[src/rtl/demux2_stream.sv]
// demux2_stream: registered 1-to-2 stream demultiplexer with per-channel delivery counters
module demux2_stream #(
  parameter int WIDTH = 8,
  parameter int CNT_W = 8
) (
  input  logic             clk,
  input  logic             rst_n,
  input  logic [WIDTH-1:0] Data_in,
  input  logic             sel,
  input  logic             in_valid,
  output logic             in_ready,
  output logic [WIDTH-1:0] Data_out_0,
  output logic             out0_valid,
  input  logic             out0_ready,
  output logic [WIDTH-1:0] Data_out_1,
  output logic             out1_valid,
  input  logic             out1_ready,
  output logic [CNT_W-1:0] cnt_0,
  output logic [CNT_W-1:0] cnt_1
);
  localparam logic EMPTY = 1'b0;
  localparam logic FULL  = 1'b1;
  logic             state0_q, state0_d, state1_q, state1_d;
  logic [WIDTH-1:0] data0_q, data0_d, data1_q, data1_d;
  logic [CNT_W-1:0] cnt0_q, cnt0_d, cnt1_q, cnt1_d;
  logic             in_fire, in0, in1, out0, out1;
  // Handshake decode; ready depends only on the addressed channel so a stalled
  // channel never blocks traffic headed to the other one.
  always_comb begin
    in_ready = sel ? (state1_q == EMPTY) | out1_ready : (state0_q == EMPTY) | out0_ready;
    in_fire  = in_valid & in_ready;
    in0      = in_fire & ~sel;
    in1      = in_fire & sel;
    out0     = (state0_q == FULL) & out0_ready;
    out1     = (state1_q == FULL) & out1_ready;
  end
  // Next state per channel: a new word keeps or makes it FULL, a lone drain empties it.
  always_comb begin
    state0_d = in0 ? FULL : (out0 ? EMPTY : state0_q);
    state1_d = in1 ? FULL : (out1 ? EMPTY : state1_q);
    data0_d  = in0 ? Data_in : data0_q;
    data1_d  = in1 ? Data_in : data1_q;
    cnt0_d   = cnt0_q + CNT_W'(out0);
    cnt1_d   = cnt1_q + CNT_W'(out1);
  end
  // State registers; reset discards any held word.
  always_ff @(posedge clk or negedge rst_n) begin
    if (!rst_n) begin
      state0_q <= EMPTY;
      state1_q <= EMPTY;
      data0_q  <= '0;
      data1_q  <= '0;
      cnt0_q   <= '0;
      cnt1_q   <= '0;
    end else begin
      state0_q <= state0_d;
      state1_q <= state1_d;
      data0_q  <= data0_d;
      data1_q  <= data1_d;
      cnt0_q   <= cnt0_d;
      cnt1_q   <= cnt1_d;
    end
  end
  assign Data_out_0 = data0_q;
  assign Data_out_1 = data1_q;
  assign out0_valid = (state0_q == FULL);
  assign out1_valid = (state1_q == FULL);
  assign cnt_0      = cnt0_q;
  assign cnt_1      = cnt1_q;
endmodule

[config.mk]
export PLATFORM = sky130hd
export DESIGN_NAME = demux2_stream
export DESIGN_NICKNAME = d
export VERILOG_FILES = /design/src/rtl/demux2_stream.sv
export SDC_FILE = /design/constraint.sdc
export NUM_CORES = 1
export LEC_CHECK = 0
export ABC_AREA = 1
export CORE_AREA = 4 4 76 60
export CTS_CLUSTER_DIAMETER = 30
export DETAILED_ROUTE_END_ITERATION = 6
export DIE_AREA = 0 0 80 64
export HOLD_SLACK_MARGIN = 0.08
export PLACE_DENSITY = 0.73
export SETUP_SLACK_MARGIN = 0.02
export SLEW_MARGIN = 5
export SYNTH_ARGS = -nofsm -noshare
export SYNTH_HDL_FRONTEND = slang
export SYNTH_SLANG_ARGS = --single-unit
export TNS_END_PERCENT = 20
[constraint.sdc]
create_clock -name clk -period 1.17 [get_ports clk]
set_input_delay 0.234 -clock clk [delete_from_list [all_inputs] [get_ports clk]]
set_output_delay 0.234 -clock clk [all_outputs]
set_load 0.02 [all_outputs]
* Word level (Yosys, flattened, before mapping) *
Index checks and enable logic that the tools add are counted.

cells by class
  multipliers = 0
  mux-type cells = 5
  $lt $le $gt $ge = 0
  bitwise gates (word level) = 10
  add/sub/neg operators = 2
  div/mod/pow operators = 0
  shift-type cells = 0
  reductions and logical operators = 2
  equality and inequality tests = 0

operators by type and width
  operator                                count
  8-bit by 1-bit adder with 8-bit output  2
  1-bit bitwise AND                       5
  1-bit two-way mux                       5
  2-bit nonzero test                      2
  1-bit NOT                               3
  1-bit OR                                2

storage, ports and cells
  bits in writable memories = 0
  bits in latches = 0
  memory bits (read-only) = 0
  input port bits = 14
  output and inout bits = 35
  register bits after elaboration = 34
  memories kept = 0
  logic and storage cells = 25

* Logic depth before layout (Yosys ltp) *
  word-level depth = 6
  mapped depth = 8
  mapped depth without buffers = 8

* Worst setup path before layout *
Ideal clock, no wire load.

  kind = reg2reg
  start point = register state1_q, in the netlist out1_valid
  end point = register cnt1_q[6], in the netlist cnt_1[6]
  library setup time = 0.123 ns
  clock period less this slack = 1.407 ns
  arrival time = 1.284 ns
  buffers on the path = 0
  data required time = 1.047 ns
  cell stages (with the launch flop) = 8
  setup slack = -0.237 ns
  cell sequence = dfrtp_1 nand2_1 inv_1 ha_1 ha_1 nand3_1 o21ai_0 nand2_1

on the way
  word-level cells in the longest chain between the ends = 2

RTL lines
  what                                    line  source
  from (decl)                             23    logic state0_q, state0_d, state1_q, state1_d;
  from (signal assigned)                  57    state1_q <= state1_d;
  1-bit bitwise AND                       35    out1 = (state1_q == FULL) & out1_ready;
  8-bit by 1-bit adder with 8-bit output  44    cnt1_d = cnt1_q + CNT_W'(out1);
  via cnt1_d[6]                           25    logic [CNT_W-1:0] cnt0_q, cnt0_d, cnt1_q, cnt1_d;
  to (signal assigned)                    61    cnt1_q <= cnt1_d;
  to (decl)                               25

The timed path passes the listed nets, and every way through them passes these cells.
A chain may end at the register's enable or synchronous reset.

* Worst setup path after layout *
  start point = register state0_q, in the netlist out0_valid
  end point = output port out0_valid

RTL lines
  what                    line  source
  from (decl)             23
  from (signal assigned)  56    state0_q <= state0_d;
  to (decl)               13    output logic out0_valid,

No word-level cell between the ends.

==> metrics.yaml <==
run_status:
  status: "complete, but fails checks"
  violations: "setup timing"
floorplan:
  die_h_um: 64
  die_w_um: 80
  ioPinCount: 49
  initial_core_util_pct: 38.8
  core_um2: 3900
  rows: 20
  die_area_um2: 5120
yosys:
  synth_compound_area_share_pct: 0.660
  synth_top_family_by_area: "simple AND/OR/NAND/NOR gates"
  synth_largest_area_cell: "dfrtp_1"
  postSynthAreaPerCell_um2: 9.42
  synthAdderAreaFrac_pct: 3.30
  syn-num-nets: 179
  yosysUniqueCellTypes: 18
  synth-simple-area-share_pct: 30.3
  synth_xor_area_share_pct: 3.47
  yosys-top-cells-area: "dfrtp_1 (56%), nand2_1 (15%), nand4_1 (6.6%)"
  synth.yosys.seq_area_share_pct: 56.1
  yosysWarnings: 0
  synth_cells: 161
  muxShareOfSynthArea_pct: 0
  synth-seq-cells: 34
  synth_top_area_share_pct: 56.1
  netlist_area_um2: 1520
setup_path:
  path_delay_family: "flip-flops"
  rr_worst_depth: 9
  max_stage_delay_ns: 0.41
  end_kind: "output port"
  critPathKind: "reg -> out"
  cp-start-kind: "flip-flop"
  r2r-start: "out1_valid"
  crit_path_cell_trace: "buf_6 > buf_4 > buf_6"
  crit_path_frequent_cell: "buf_6"
  r2r_setup_slack_ns: -0.11
  required_ns: 0.94
  cp_slowest_cell: "dfrtp_2"
  arrival_ns: 1.06
  crit_path_max_fanout: 2
  cp.buffers_inverters: 3
  worst_r2r_endpoint: "cnt_1[6]"
place:
  io_buffer_count: 48
  place_hpwl_um: 2660
  globalplace.congestion: 0.794
  place_ws_ns: -0.634
timing:
  setup_viol: 8
  max_freq_mhz: 775
  slew_headroom_pct: 85.1
  hold_viol_final: 0
  rsz0062_at_grt: "true"
  post-route-period-util_pct: 110
  skew_ns: 0.00814
  layout_setup_ws_ns: -0.120
  period_needed_ns: 1.29
  final_max_slew_viol_count: 0
  tightest_slew_ns: 0.224
global_routing:
  overflow: 0
  grt_usage_pct: 15.3
  grt_pass1_vias: 1386
  antenna_found_initial: 0
  grt_pass1_wl_um: 6110
  grt_max_degree: 35
routing:
  postRouteWirelength_um: 3660
  drcViolationCount: 0
  antenna_left: 0
  num_vias: 1392
  viasPerCell: 4.64
  dr.pass1.iters: 4
  first_iter_violations: 56
  wl_per_cell_um: 12.2
clocking:
  clockBufferDepth: 2
  cts_buffers: 5
  tritoncts: "done"
  root_buffer: "clkbuf_8"
  clk_latency_ns: 0.28
  h-tree-depth: 2
  clkTransAtPathRegs_ns: 0.08
  cts.sinks: 34
  ctsHoldBuffers: 0
layout:
  nets: 262
  final_util_pct: 60.2
  fillers: 382
  n_antenna_cell: 0
  drive_gt1_share_pct: 44.1
  synthToLayoutAreaGrowth_pct: 55.0
power:
  leakagePower_nw: 1.21
  power_density_nw_per_um2: 1720
  vdd_ir_drop_max_uv: 733
hold_path:
  min_path_type: "in -> async"
job:
  drv_cap: 0
-- through the flow --
stage	TNS, ns	power [mW]	cell area [µm²]	cells	hold WS [ns]
CTS	-0.423	4.07	2300	299	0.320
detailed placement	-9.28	3.36	2340	291	0.463
floorplan	-0.0887	2.37	1580	161	-0.0616
global placement	-8.55	3.31	2340	291	0.458
global route	-1.16	4.33	2350	300	0.335
finish	-0.544	4.05	2350	300	0.315
-- sequential cells by signal, indices dropped and copies added (netlist names) --
register    flops
Data_out_0      8
Data_out_1      8
cnt_0           8
cnt_1           8
out0_valid      1
out1_valid      1
-- worst max path at each step --
stage	start	end	slack, ns	cells after the start
detailed placement	out0_ready	in_ready	-0.63	6
CTS	out0_valid	in_ready	-0.1	4
finish	out0_valid	out0_valid	-0.12	3
global route	out1_valid	cnt_1[6]	-0.18	9
floorplan	out1_valid	cnt_1[6]	-0.05	7
global placement	out0_ready	in_ready	-0.64	6
-- worst register-to-register path: stages, from the launching register on --
cell     delay, ns
dfrtp_2       0.42
buf_6         0.12
nand2_2       0.05
inv_2         0.04
ha_4          0.16
ha_4          0.17
nand3_4       0.07
nor2_2        0.04
nand2_1       0.06
nand2_1       0.05
-- Yosys cell counts, drive strengths merged --
cell	count
nand2	65
dfrtp	34
xnor2	2
buf	5
inv	13
nor2	8
xor2	4
o21ai	2
nand3	8
nand4	16
ha	4
-- layout make-up --
class	instances	area [µm²]	area share, %
Timing Repair Buffer	81	588	25.0
Tap cell	55	68.8	2.93
Sequential cell	34	853	36.3
Clock inverter	2	12.5	0.532
Clock buffer	6	82.6	3.51
Inverter	13	48.8	2.08
Multi-Input combinational cell	109	697	29.6
-- repair_timing --
action                                  CTS  global route
pin swaps                                10             5
buffers inserted                          0             1
hold endpoints to repair                  0             0
endpoints found under the setup margin   54            23
gates resized for setup                 157            11
-- placed cells by master (no fill, tap or decap), types with 3 or more instances in the layout --
cell,n
inv_2,4
nand2_2,8
clkdlybuf4s50_1,10
ha_4,4
nand3_4,4
xor2_1,4
buf_6,5
inv_1,9
dlygate4sd2_1,3
dfrtp_1,32
buf_4,30
nor2_2,4
clkbuf_8,6
nand2_1,56
nand4_1,16
buf_2,32
-- report_power, final --
part,switching [mW],total (mW),internal [mW]
registers,0.140,1.57,1.43
logic,0.909,1.58,0.668
clock network,0.428,0.901,0.473
-- kinds of logic (layout without fill, tap and decap cells) --
| kind of cell | count (synthesis) | count (layout) |
|---|---|---|
| and+or+nand+nor | 97 | 97 |
| DFF | 34 | 34 |
| buffers and inverters | 18 | 102 |
| xor gates and xnor gates | 6 | 6 |
| adders and majority gates | 4 | 4 |
| AOI/OAI and AO/OA | 2 | 2 |
-- per-layer routing --
| layer | track usage, % | wire length [µm] | vias up |
|---|---|---|---|
| li1 | - | - | 686 |
| met1 | 20.3 | 1660 | 654 |
| met2 | 24.2 | 1740 | 48 |
| met3 | 3.94 | 229 | 4 |
| met4 | 5.06 | 33 | 0 |
| met5 | 0 | 0 | - |
(Power assumes the default switching activity.)
